$ cat src/rtl/mem_ctrl.sv
// mem_ctrl: single-port RAM access controller.
// Serves aligned word reads/writes one at a time and can sweep all 64 words
// to CLR_VAL. Every output, including ready, comes straight from a flop.
module mem_ctrl #(
  parameter logic [31:0] CLR_VAL = 32'h0000_0000
) (
  input  logic        clk,
  input  logic        rst,
  input  logic        req,
  input  logic        we,
  input  logic [7:0]  addr,
  input  logic [31:0] wdata,
  input  logic        clr_start,
  output logic        ready,
  output logic [31:0] rdata,
  output logic        rvalid,
  output logic        err,
  output logic        clr_done,
  output logic        ram_wea,
  output logic [5:0]  ram_addr,
  output logic [31:0] ram_dina,
  input  logic [31:0] ram_douta
);

  typedef enum logic [2:0] {
    IDLE = 3'd0,
    WR   = 3'd1,
    RD1  = 3'd2,
    RD2  = 3'd3,
    CLR  = 3'd4
  } state_t;

  state_t      state_r, state_s;
  logic [5:0]  cnt_r, cnt_s;
  logic        ready_r, ready_s;
  logic        wea_r, wea_s;
  logic [5:0]  raddr_r, raddr_s;
  logic [31:0] dina_r, dina_s;
  logic [31:0] rdata_r, rdata_s;
  logic        rvalid_r, rvalid_s;
  logic        err_r, err_s;
  logic        done_r, done_s;

  // State and sweep counter registers.
  always_ff @(posedge clk) begin
    if (rst) begin
      state_r <= IDLE;
      cnt_r   <= 6'd0;
    end else begin
      state_r <= state_s;
      cnt_r   <= cnt_s;
    end
  end

  // Next-state logic; clr_start wins over req, misaligned req stays in IDLE.
  always_comb begin
    state_s = state_r;
    case (state_r)
      IDLE: begin
        if (clr_start) begin
          state_s = CLR;
        end else if (req && (addr[1:0] == 2'b00)) begin
          state_s = we ? WR : RD1;
        end else begin
          state_s = IDLE;
        end
      end
      WR:  state_s = IDLE;
      RD1: state_s = RD2;
      RD2: state_s = IDLE;
      CLR: begin
        if (cnt_r == 6'd63) begin
          state_s = IDLE;
        end else begin
          state_s = CLR;
        end
      end
      default: state_s = IDLE;
    endcase
  end

  // Next values of the registered outputs; pulses default low, RAM bus holds.
  always_comb begin
    cnt_s    = cnt_r;
    wea_s    = 1'b0;
    raddr_s  = raddr_r;
    dina_s   = dina_r;
    rdata_s  = rdata_r;
    rvalid_s = 1'b0;
    err_s    = 1'b0;
    done_s   = 1'b0;
    case (state_r)
      IDLE: begin
        if (clr_start) begin
          cnt_s   = 6'd0;
          wea_s   = 1'b1;
          raddr_s = 6'd0;
          dina_s  = CLR_VAL;
        end else if (req) begin
          if (addr[1:0] != 2'b00) begin
            err_s = 1'b1;
          end else begin
            raddr_s = addr[7:2];
            if (we) begin
              wea_s  = 1'b1;
              dina_s = wdata;
            end else begin
              wea_s = 1'b0;
            end
          end
        end else begin
          cnt_s = cnt_r;
        end
      end
      WR:  wea_s = 1'b0;
      RD1: wea_s = 1'b0;
      RD2: begin
        // RAM output reflects the address presented two edges ago.
        rdata_s  = ram_douta;
        rvalid_s = 1'b1;
      end
      CLR: begin
        // cnt_r is the word being written this cycle; stop after word 63.
        if (cnt_r == 6'd63) begin
          done_s = 1'b1;
          cnt_s  = 6'd0;
        end else begin
          cnt_s   = cnt_r + 6'd1;
          wea_s   = 1'b1;
          raddr_s = cnt_r + 6'd1;
          dina_s  = CLR_VAL;
        end
      end
      default: wea_s = 1'b0;
    endcase
    ready_s = (state_s == IDLE);
  end

  // Output registers.
  always_ff @(posedge clk) begin
    if (rst) begin
      ready_r  <= 1'b1;
      wea_r    <= 1'b0;
      raddr_r  <= 6'd0;
      dina_r   <= 32'h0000_0000;
      rdata_r  <= 32'h0000_0000;
      rvalid_r <= 1'b0;
      err_r    <= 1'b0;
      done_r   <= 1'b0;
    end else begin
      ready_r  <= ready_s;
      wea_r    <= wea_s;
      raddr_r  <= raddr_s;
      dina_r   <= dina_s;
      rdata_r  <= rdata_s;
      rvalid_r <= rvalid_s;
      err_r    <= err_s;
      done_r   <= done_s;
    end
  end

  assign ready    = ready_r;
  assign ram_wea  = wea_r;
  assign ram_addr = raddr_r;
  assign ram_dina = dina_r;
  assign rdata    = rdata_r;
  assign rvalid   = rvalid_r;
  assign err      = err_r;
  assign clr_done = done_r;

endmodule

$ cat config.mk
export PLATFORM = sky130hd
export DESIGN_NAME = mem_ctrl
export DESIGN_NICKNAME = d
export VERILOG_FILES = /design/src/rtl/mem_ctrl.sv
export SDC_FILE = /design/constraint.sdc
export NUM_CORES = 1
export LEC_CHECK = 0
export ABC_AREA = 1
export CAP_MARGIN = 20
export CORE_ASPECT_RATIO = 0.8
export CORE_UTILIZATION = 45
export DETAILED_ROUTE_END_ITERATION = 16
export PLACE_DENSITY = 0.82
export SYNTH_ARGS = -nofsm -noshare
export SYNTH_HDL_FRONTEND = slang
export SYNTH_SLANG_ARGS = --single-unit
$ cat constraint.sdc
create_clock -name clk -period 3.2 [get_ports clk]
set_clock_uncertainty 0.2 [all_clocks]
set_input_delay 0.32 -clock clk [delete_from_list [all_inputs] [get_ports clk]]
set_output_delay 0.32 -clock clk [all_outputs]
set_load 0.01 [all_outputs]
# --- After elaboration in Yosys (flattened, before gate mapping) ---
# Cells that the tools add are included.
classes:
  n_addsub: 1
  n_eq_ne: 9
  muxes: 28
  bitwise: 3
  n_reduce_logical: 11
ops:
  columns: ["op", "count"]
  rows:
  - ["$mux 32", 5]
  - ["$pmux 32 s2", 1]
  - ["$mux 6", 6]
  - ["$pmux 6 s2", 2]
  - ["$ne 3x3->1 const B", 3]
  - ["$pmux 3 s3", 1]
  - ["$mux 1", 8]
  - ["$add 6x1->6 const B", 1]
  - ["$eq 3x2->1 const B", 2]
  - ["$eq 6x6->1 const B", 1]
  - ["$logic_not 3->1", 2]
  - ["$mux 3", 2]
  - ["$reduce_and 5->1", 1]
  - ["$mux 2", 2]
  - ["$ne 2x2->1 const B", 2]
  - ["$reduce_and 4->1", 1]
  - ["$reduce_bool 2->1", 2]
  - ["$reduce_or 4->1", 1]
  - ["$eq 3x3->1 const B", 1]
  - ["$not 1->1", 3]
  - ["$logic_not 2->1", 1]
  - ["$pmux 1 s2", 1]
  - ["$reduce_and 2->1", 1]
  - ["$reduce_or 2->1", 1]
  - ["$logic_and 1x1->1", 1]
totals:
  register_bits: 84
  in_bits: 77
  output_inout_bits: 75

# --- Logic depth before layout (Yosys ltp) ---
depth:
  word_depth: 6
  mapped_depth: 10
  depth_no_buf: 9

# --- Least setup slack after synthesis ---
# No wires, ideal clock.
synth_timing:
  path_type: "register -> register"
  startpoint: "reg cnt_r[0]"
  endpoint: "reg dina_r[10], in the netlist ram_dina[10]"
  setup_ps: 113
  t_arrival_ps: 1325
  t_required_ps: 2887
  setup_slack_ps: 1562
  stages_incl_launch_ff: 10
  period_less_slack_ps: 1638
  path_cell_list: "dfxtp_1 -> ha_1 -> nand3_2 -> nor2_2 -> inv_2 -> nand2_1 -> nand2_2 -> buf_2 -> nor2_1 -> nor2_1"
synth_via:
  elab_chain_len: 3
synth_lines:
  columns: ["item", "line", "rtl"]
  rows:
  - ["start: declaration", "34", "logic [5:0] cnt_r, cnt_s;"]
  - ["start signal: assignment", "51", "cnt_r <= cnt_s;"]
  - ["$eq 6x6->1", "124", "if (cnt_r == 6'd63) begin"]
  - ["$ne 2x2->1 (no line)", null, null]
  - ["$reduce_and 5->1 (no line)", null, null]
  - ["end signal: assignment", "154", "dina_r <= dina_s;"]
  - ["end: declaration", "38", "logic [31:0] dina_r, dina_s;"]
# No other way between the ends.
# A chain may end at the register's enable or synchronous reset.

# --- Worst setup path after layout ---
layout_timing:
  startpoint: "reg state_r[2]"
  endpoint: "reg dina_r[8], in the netlist ram_dina[8]"
layout_via:
  elab_chain_len: 3
  word_cells_on_any_way: 9
layout_lines:
  columns: ["item", "line", "rtl"]
  rows:
  - ["start: declaration", "33", "state_t state_r, state_s;"]
  - ["start signal: assignment", "50", "state_r <= state_s;"]
  - ["$eq 3x3->1 or $logic_not 3->1 (tied branches)", "92", "case (state_r)"]
  - ["$ne 2x2->1 (no line), or another cell as far along", null, null]
  - ["$reduce_and 5->1 (no line)", null, null]
# Several ways; a longest one is shown, not always the timed one.

==> summary.txt <==
Status
  – Status: finished, final reports clean

Synthesis
  – Yosys top cell area share: 47.8%
  – Yosys cell types: 23
  – Synth Cell Area: 3520 µm²
  – Area contributors post-synth: dfxtp_1, nor2_1, nand2_1
  – Seq/Total Area, Yosys: 47.8%
  – Seq cells post-synth: 84
  – Dominant cell type by area after synthesis: dfxtp_1
  – Net Count, Synth: 602
  – Syn Area/Cell: 6.72 µm²
  – Syn Inst Count: 524
  – YS warnings: 0

Floorplanning
  – Die height: 81.1 µm
  – Core area: 7500 µm²
  – FP Rows: 28
  – Top Ports: 152
  – Die area: 8180 µm²
  – Initial Util: 46.9%
  – Die W: 101 µm

Layout
  – Nets: 743
  – Ant. Diodes: 0
  – Share of cells above drive strength 1: 5.37%
  – Layout Cells excl Fill: 775
  – Syn-to-layout area delta: 48.6%

Clocking
  – Cts repair resizes: 0
  – H-tree depth: 3
  – Clock latency on the worst-skew pair: 0.34 ns
  – CTS tree: built
  – Root buf cell: clkbuf_8
  – Clk pin slew, worst setup/hold paths: 0.08 ns
  – Setup Fix Bufs, Post-CTS: 0
  – Number of CTS-inserted buffers: 9
  – Clock buffer depth: 2
  – CTS Hold Bufs: 0
  – Clk sinks: 84

Worst setup path
  – Startpoint Class: register
  – Kind of critical path: register to register
  – Crit-path max FO: 40
  – Worst EP required: 3.24 ns
  – CP Data Arrival Time: 2.28 ns
  – Critical Path Sink Type: register

Min path
  – Worst Hold Class: register to register

Power and ir drop
  – Power per Cell Area: 441 nW/µm²
  – Pleak: 2.19 nW
  – Power consumption: 0.00231 W
  – Peak VDD IR: 0.287 mV

Timing
  – Period utilisation layout: 70.0%
  – Max Slew Vio Count: 0
  – Fin crit period: 2.24 ns
  – Max transition margin: 57.1%
  – Worst-Margin Slew: 0.642 ns
  – Setup TNS: 0 ns
  – Fin. Hold Viols: 0
  – F_max: 0.447 GHz
  – RSZ-0062 raised after global routing: false
  – Setup violations, final: 0

Placed design
  – Placed insts: 759
  – Gpl congestion: 0.844
  – Port buffer count: 151
  – Detail Placement HPWL: 6870 µm

GRT
  – Number of global-route vias before repair: 3310
  – Gr usage total: 23.8%
  – First-pass GRT wire length: 15100 µm
  – Largest net degree at the start of global routing: 46
  – Initial antenna violation count: 0
  – Grt total ovfl: 0

Route
  – Initial DRC count: 131
  – Routed len/inst: 12.1 µm
  – Final WL: 9400 µm
  – Routed via count: 3614
  – Remaining DRCs: 0
  – Drt first pass iters: 5
  – Vias per Instance: 4.66
  – DRT antenna net count: 0

Flow run
  – Max-cap violations: 0
==> synthesized netlist by cell type <==
| library cell | count |
|---|---|
| inv_1 | 25 |
| nand3_2 | 2 |
| a21oi_1 | 8 |
| or2_2 | 1 |
| buf_6 | 5 |
| nor2_2 | 2 |
| ha_1 | 1 |
| nor2_4 | 2 |
| o21ai_0 | 32 |
| clkbuf_1 | 10 |
| nand2_2 | 3 |
| buf_4 | 2 |
| nor2_1 | 169 |
| dfxtp_1 | 84 |
| buf_2 | 9 |
| nor3_1 | 3 |
| clkinv_1 | 1 |
| nor4b_1 | 1 |
| nand2_1 | 148 |
| nand4_1 | 1 |
| nand3_1 | 10 |
| o21ai_2 | 1 |
| inv_2 | 4 |
==> cell type report <==
class / count / area (µm²)
Inverter: 30 / 113
Timing Repair Buffer: 156 / 1550
Clock buffer: 11 / 151
Fill cell: 673 / 2270
Sequential cell: 84 / 1680
Tap cell: 105 / 131
Multi-Input combinational cell: 384 / 1570
Clock inverter: 5 / 33.8
==> placed cells by master (no fill, tap or decap), drive strengths merged <==
| cell | synthesis | routed |
|---|---|---|
| nor2 | 173 | 173 |
| clkdlybuf4s50 | 0 | 151 |
| buf | 16 | 5 |
| a21oi | 8 | 8 |
| or2 | 1 | 1 |
| nand4 | 1 | 1 |
| nor3 | 3 | 3 |
| o21ai | 33 | 33 |
| dfxtp | 84 | 84 |
| nor4b | 1 | 1 |
| clkinvlp | 0 | 2 |
| clkbuf | 10 | 11 |
| ha | 1 | 1 |
| nand2 | 151 | 151 |
| inv | 29 | 30 |
| nand3 | 12 | 12 |
| clkinv | 1 | 3 |
==> power by group <==
part	internal (W)	total (W)	switching, W	leakage [nW]
registers	0.00110	0.00113	0.0000325	0.686
logic	0.000244	0.000472	0.000228	1.41
clock network	0.000325	0.000701	0.000376	0.0917
==> sequential cells by signal (all words and copies together), names as in the netlist <==
register,flops
err,1
ready,1
state_r,3
ram_addr,6
cnt_r,6
ram_dina,32
ram_wea,1
rdata,32
clr_done,1
rvalid,1
==> critical path, stage by stage (launching register included) <==
cell	delay, ns
dfxtp_1	0.47
inv_2	0.09
nor2_4	0.46
nand2_1	0.14
nand2_2	0.51
nand2_1	0.13
nand2_1	0.09
nor2_1	0.04
==> final timing paths <==
kind | from | slack [ns] | to | cells after the start
max reg2reg | state_r[2] | 0.96 | ram_dina[8] | 7
max | state_r[2] | 0.96 | ram_dina[8] | 7
min reg2reg | rdata[0] | 0.29 | rdata[0] | 2
min | rdata[0] | 0.29 | rdata[0] | 2
==> kinds of logic after synthesis <==
kind of cell	after synthesis	synth area share, %
compound gates	41	5.94
buf+inv	56	7.57
simple gates	342	38.4
fa+ha+maj	1	0.355
flops	84	47.8
==> metal layers <==
metal	global-route usage, %	vias up	routed length [µm]
li1	-	1869	-
met1	27.7	1599	4060
met2	40.5	140	4320
met3	9.90	6	963
met4	6.67	0	63
met5	0	-	0
==> per-stage QoR <==
step	hold WS, ns	util [%]	setup WS (ns)	cell area (µm²)
2_1_floorplan	0.189	-	1.56	3520
3_3_place_gp	0.261	67.3	0.930	5050
3_5_place_dp	0.270	67.3	0.837	5050
4_1_cts	0.288	69.8	0.956	5230
5_1_grt	0.304	69.8	0.727	5230
6_report	0.285	69.8	0.961	5230
(Power assumes the default switching activity.)
==> edit 1: new RTL, same flow settings <==
Encoding of `state_t`: now one-hot (5 bits for 5 states).
--- a/src/rtl/mem_ctrl.sv
+++ b/src/rtl/mem_ctrl.sv
@@ -23,10 +23,10 @@
 );
 
-  typedef enum logic [2:0] {
-    IDLE = 3'd0,
-    WR   = 3'd1,
-    RD1  = 3'd2,
-    RD2  = 3'd3,
-    CLR  = 3'd4
+  typedef enum logic [4:0] {
+    IDLE = 5'b00001,
+    WR   = 5'b00010,
+    RD1  = 5'b00100,
+    RD2  = 5'b01000,
+    CLR  = 5'b10000
   } state_t;
 
Check against the original RTL: same outputs for any inputs over 4 cycles, from zero or initial values and one cycle with rst high; so few cycles prove little.
==> edit 1 against the original RTL <==
- via count increased by 6.0%
- power increased by 12%
- synthesized area is 12% higher
- cell area increased by 6.9%
- clock power grew 11%
- sequential cell count grew 2
- setup slack gained 0.011 ns
- largest power group unchanged
- highest routed layer unchanged
- routed wire length increased by 7.1%
- global-route usage down 1.5 points
- synthesized cell count shrank 1.3%
==> edit 1: results (changes against the original RTL) <==
Critical path
  • Reg2reg end: ram_dina[4]
  • Data arrival, critical path: 2.31 ns (+0.03 ns)
  • Launch point of the critical path: cnt_r[0]
  • Worst Setup EP: ram_dina[4]
  • Critical Path Fanout Max: 66 (+65%)
  • Slowest Stage Delay on Critical Path: 0.46 ns (-0.05 ns)
  • Slowest-stage cell, CP: dfxtp_1

Routing
  • Met1 Routed Length: 4.38 mm (+7.9%)
  • Total wire length: 10.1 mm (+7.1%)
  • Met3 routed WL: 558 µm (-42%)
  • Vias/cell: 5.00 (+7.3%)
  • DR iter-0 viols: 253 (+93%)
  • Met2 routed WL: 4.96 mm (+15%)
  • Mean routed wirelength per cell: 13.2 µm (+8.4%)

Yosys
  • Mapped Cells: 517 (-1.3%)
  • Post-synth top cells: nor2_1, nand2_1, dfxtp_1
  • Synth top area cells: dfxtp_1, nor2_1, nand2_1
  • Post-synth cell types: 29 (+26%)
  • Adder and majority gate portion of the synthesized area: 0.318% (-0.037 points)
  • Post-synthesis compound-gate area fraction: 11.9% (+6.0 points)

Placement
  • Dpl ws: 0.884 ns (+0.0466 ns)
  • Post-DP HPWL: 6.88 mm (about the same)
  • GP Congestion: 0.878 (+4.1%)
  • Post-Place Cell Area: 5390 µm² (+6.7%)

Power and ir drop
  • VDD IR max: 244 µV (-15%)
  • Int Power: 1.86 mW (+11%)
  • Pleak: 2.25 nW (+2.8%)
  • Seq pwr share: 45.8% (-3.4 points)

STA
  • Actual slew at the worst max-slew pin: 0.725 ns (+0.0839 ns)
  • Hold Slack: 0.287 ns (+0.00169 ns)
  • Period utilization: 69.6% (-0.34 points)

Worst hold path
  • Hold Path End: rdata[29]
  • Hold Path Origin: rdata[29]

Global routing
  • Vias in the first global route: 3473 (+4.9%)
  • Pin count of the biggest net entering global routing: 67 (+46%)

Run status
  • Status: finished clean

Finish
  • Layout Nets: 727 (-2.2%)
  • Fill cells: 730 (+8.5%)
## edit 1: cells by family (layout without fill, tap and decap cells)
kind of cell	Yosys count	after routing
AND/OR/NAND/NOR	293	293
flip-flops	86	86
AO/OA/AOI/OAI	77	77
buffers and inverters	60	197
adder cells (fa/ha/maj)	1	1
## edit 1: area by class of cell
cell class,instances,area [µm²],share of cell area (%)
Multi-Input combinational cell,371,1860,33.3
Sequential cell,86,1720,30.8
Timing Repair Buffer,157,1570,28.0
Tap cell,112,140,2.51
Clock buffer,10,138,2.46
Inverter,24,92.6,1.66
Clock inverter,6,70.1,1.25
## edit 1: per-layer routing
metal | vias up | global-route usage (%)
li1 | 1932 | -
met1 | 1783 | 28.3
met2 | 105 | 37.4
met3 | 12 | 5.32
met4 | 0 | 7.10
met5 | - | 0
## edit 1: tightest hold or removal path, cell delays in order (launching register included)
cell and delay [ns]:
dfxtp_1 0.33, nor2_1 0.05, nor2_1 0.08
==> edit 2: new RTL, config.mk and constraints unchanged <==
Made on the original files. `raddr_r` no longer has a reset.
--- a/src/rtl/mem_ctrl.sv
+++ b/src/rtl/mem_ctrl.sv
@@ -142,5 +142,4 @@
       ready_r  <= 1'b1;
       wea_r    <= 1'b0;
-      raddr_r  <= 6'd0;
       dina_r   <= 32'h0000_0000;
       rdata_r  <= 32'h0000_0000;
@@ -151,5 +150,4 @@
       ready_r  <= ready_s;
       wea_r    <= wea_s;
-      raddr_r  <= raddr_s;
       dina_r   <= dina_s;
       rdata_r  <= rdata_s;
@@ -158,4 +156,8 @@
       done_r   <= done_s;
     end
+  end
+
+  always_ff @(posedge clk) begin
+    raddr_r <= raddr_s;
   end
 
Behaviour: not the same (Yosys sat finds a counterexample within 4 cycles, from zero or initial values and one cycle with rst high).
==> edit 2 against the original RTL <==
- synthesized area grew 2.3%
- cell area grew 0.93%
- setup slack gained 0.098 ns
- power grew 3.4%
- highest routed layer unchanged
- worst hold slack gained 0.0028 ns
- routed wire length grew 0.43%
- sequential cell count is the same
- first-iteration DRC count grew 20%
- critical endpoint is now ram_dina[4]
==> edit 2: results (changes against the original RTL) <==
Global routing
  • GR Util All Layers: 23.0% (-0.83 points)
  • First-pass GRT wire length: 14.8 mm (-1.7%)
  • Antenna violations before repair: 0 (unchanged)
  • Vias in the first global route: 3338 (+0.85%)
  • Pin count of the biggest net entering global routing: 56 (+22%)

Critical path
  • Data arrival, critical path: 2.18 ns (-0.10 ns)
  • RR Startpoint: state_r[1]
  • Reg2reg end: ram_dina[4]
  • R2R Setup Slk: 1.06 ns (+0.10 ns)
  • R2R depth: 8 (+1)
  • Critical Path Fanout Max: 29 (-28%)

Routing
  • Total wire length: 9.44 mm (+0.43%)
  • Vias/cell: 4.72 (+1.2%)
  • DR iter-0 viols: 157 (+20%)
  • DR pass1 iterations: 4 (-1)

Run status
  • Status: finished clean

Clocking
  • Post-CTS Resized: 0 (unchanged)
  • Worst-path clk slew: 0.09 ns
  • H-Tree Depth: 3 (unchanged)
  • Post-CTS setup buffers: 0 (unchanged)
  • Clock root buffer master: clkbuf_8
  • TritonCTS Buffers: 9 (unchanged)
  • Clk_lat worst skew: 0.34 ns (about the same)
  • Clock Tree Buf Depth: 2 (unchanged)

Power and ir drop
  • Pleak: 2.16 nW (-1.4%)
  • VDD IR max: 330 µV (+15%)

Worst hold path
  • WHS Path Cells: 2 (unchanged)
  • Worst min-delay path class: reg2reg
  • Hold Path End: rdata[16]
  • Hold Path Origin: rdata[16]

Yosys
  • Post-synth top cells: nor2_1, nand2_1, dfxtp_1
  • Syn avg cell area: 7.10 µm² (+5.7%)
  • Asr flop ratio synth: 0% (unchanged)
  • Synth top area cells: dfxtp_1, nor2_1, nand2_1
  • Syn_nets: 585 (-2.8%)
  • Post-synth cell types: 26 (+13%)
  • Post-synth EDFFs: 6 (+6)
  • Sequential-to-total area share from yosys stat: 48.4% (+0.59 points)
  • Yosys warns: 0 (unchanged)

Finish
  • Layout cells sized above 1: 6.31% (+0.93 points)
  • Antenna cells: 0 (unchanged)
  • Layout Nets: 723 (-2.7%)
  • Non-Filler Instances: 755 (-2.6%)

Placement
  • # port buffers: 151 (unchanged)
  • GP Congestion: 0.831 (-1.5%)
  • Post-DP HPWL: 6.65 mm (-3.2%)
  • Post-Place Cells: 739 (-2.6%)

STA
  • Hold Slack: 0.288 ns (+0.00284 ns)
  • Worst slew margin: 30.5% (-27 points)
==> edit 2: changes by cell type in the layout (fill, tap and decap cells not counted), sizes merged, moves of 4 or more <==
cell	delta
dfxtp	-6
nand2	-46
inv	+11
edfxtp	+6
nand3	+23
nor2	-4
==> edit 2: report_power, final <==
group | switching [mW] | leakage (nW) | internal (mW)
clock network | 0.399 | 0.0940 | 0.311
registers | 0.0328 | 0.700 | 1.12
logic | 0.253 | 1.36 | 0.265
total | 0.685 | 2.16 | 1.70
==> edit 2: layout make-up <==
class | count | area (µm²)
multi-input combinational | 357 | 1540
sequential | 84 | 1740
clock inverter | 6 | 45.0
fill | 622 | 2290
tap | 105 | 131
clock buffer | 10 | 138
timing repair buffer | 155 | 1540
inverter | 38 | 148
==> edit 2: worst max path at each step <==
stage | from | cells past startpoint | slack (ns) | to
after detailed placement | clr_start | 5 | 0.88 | ram_addr[4]
after global placement | clr_start | 5 | 0.92 | ram_addr[2]
after CTS | state_r[1] | 8 | 1.06 | ram_dina[4]
after floorplan | state_r[1] | 8 | 1.55 | ram_addr[0]
after global routing | state_r[1] | 8 | 0.89 | ram_dina[5]
final | state_r[1] | 8 | 1.06 | ram_dina[4]
==> edit 2: cells by family after synthesis <==
logic type / count (synthesis) / share of synthesized area [%]
buffers and inverters: 66 / 9.00
DFF: 84 / 48.4
and+or+nand+nor: 312 / 36.0
adders and majority gates: 1 / 0.347
AOI/OAI and AO/OA: 44 / 6.29
==> edit 2: stage by stage <==
step / cell area [µm²] / setup WS [ns]
final: 5280 / 1.06
after global routing: 5280 / 0.891
after detailed placement: 5100 / 0.885
after global placement: 5100 / 0.923
after CTS: 5280 / 1.06
after floorplan: 3600 / 1.55
==> edit 2: metal layers <==
metal | wire [µm] | up-vias | track usage, % | share of wire (%)
li1 | - | 1835 | - | -
met1 | 3860 | 1587 | 24.5 | 41
met2 | 4410 | 134 | 40.0 | 47
met3 | 1090 | 8 | 11.2 | 12
met5 | 0 | - | 0 | 0
met4 | 80 | 0 | 7.29 | 0.85
==> edit 2: critical path, cell delays in order, from the launching register on <==
cell     delay [ns]
dfxtp_1        0.36
nor2_4         0.20
nand2_4        0.11
inv_4          0.29
nand2_4        0.25
nand2_4        0.27
inv_4          0.15
nor2_1         0.13
nor2_1         0.05
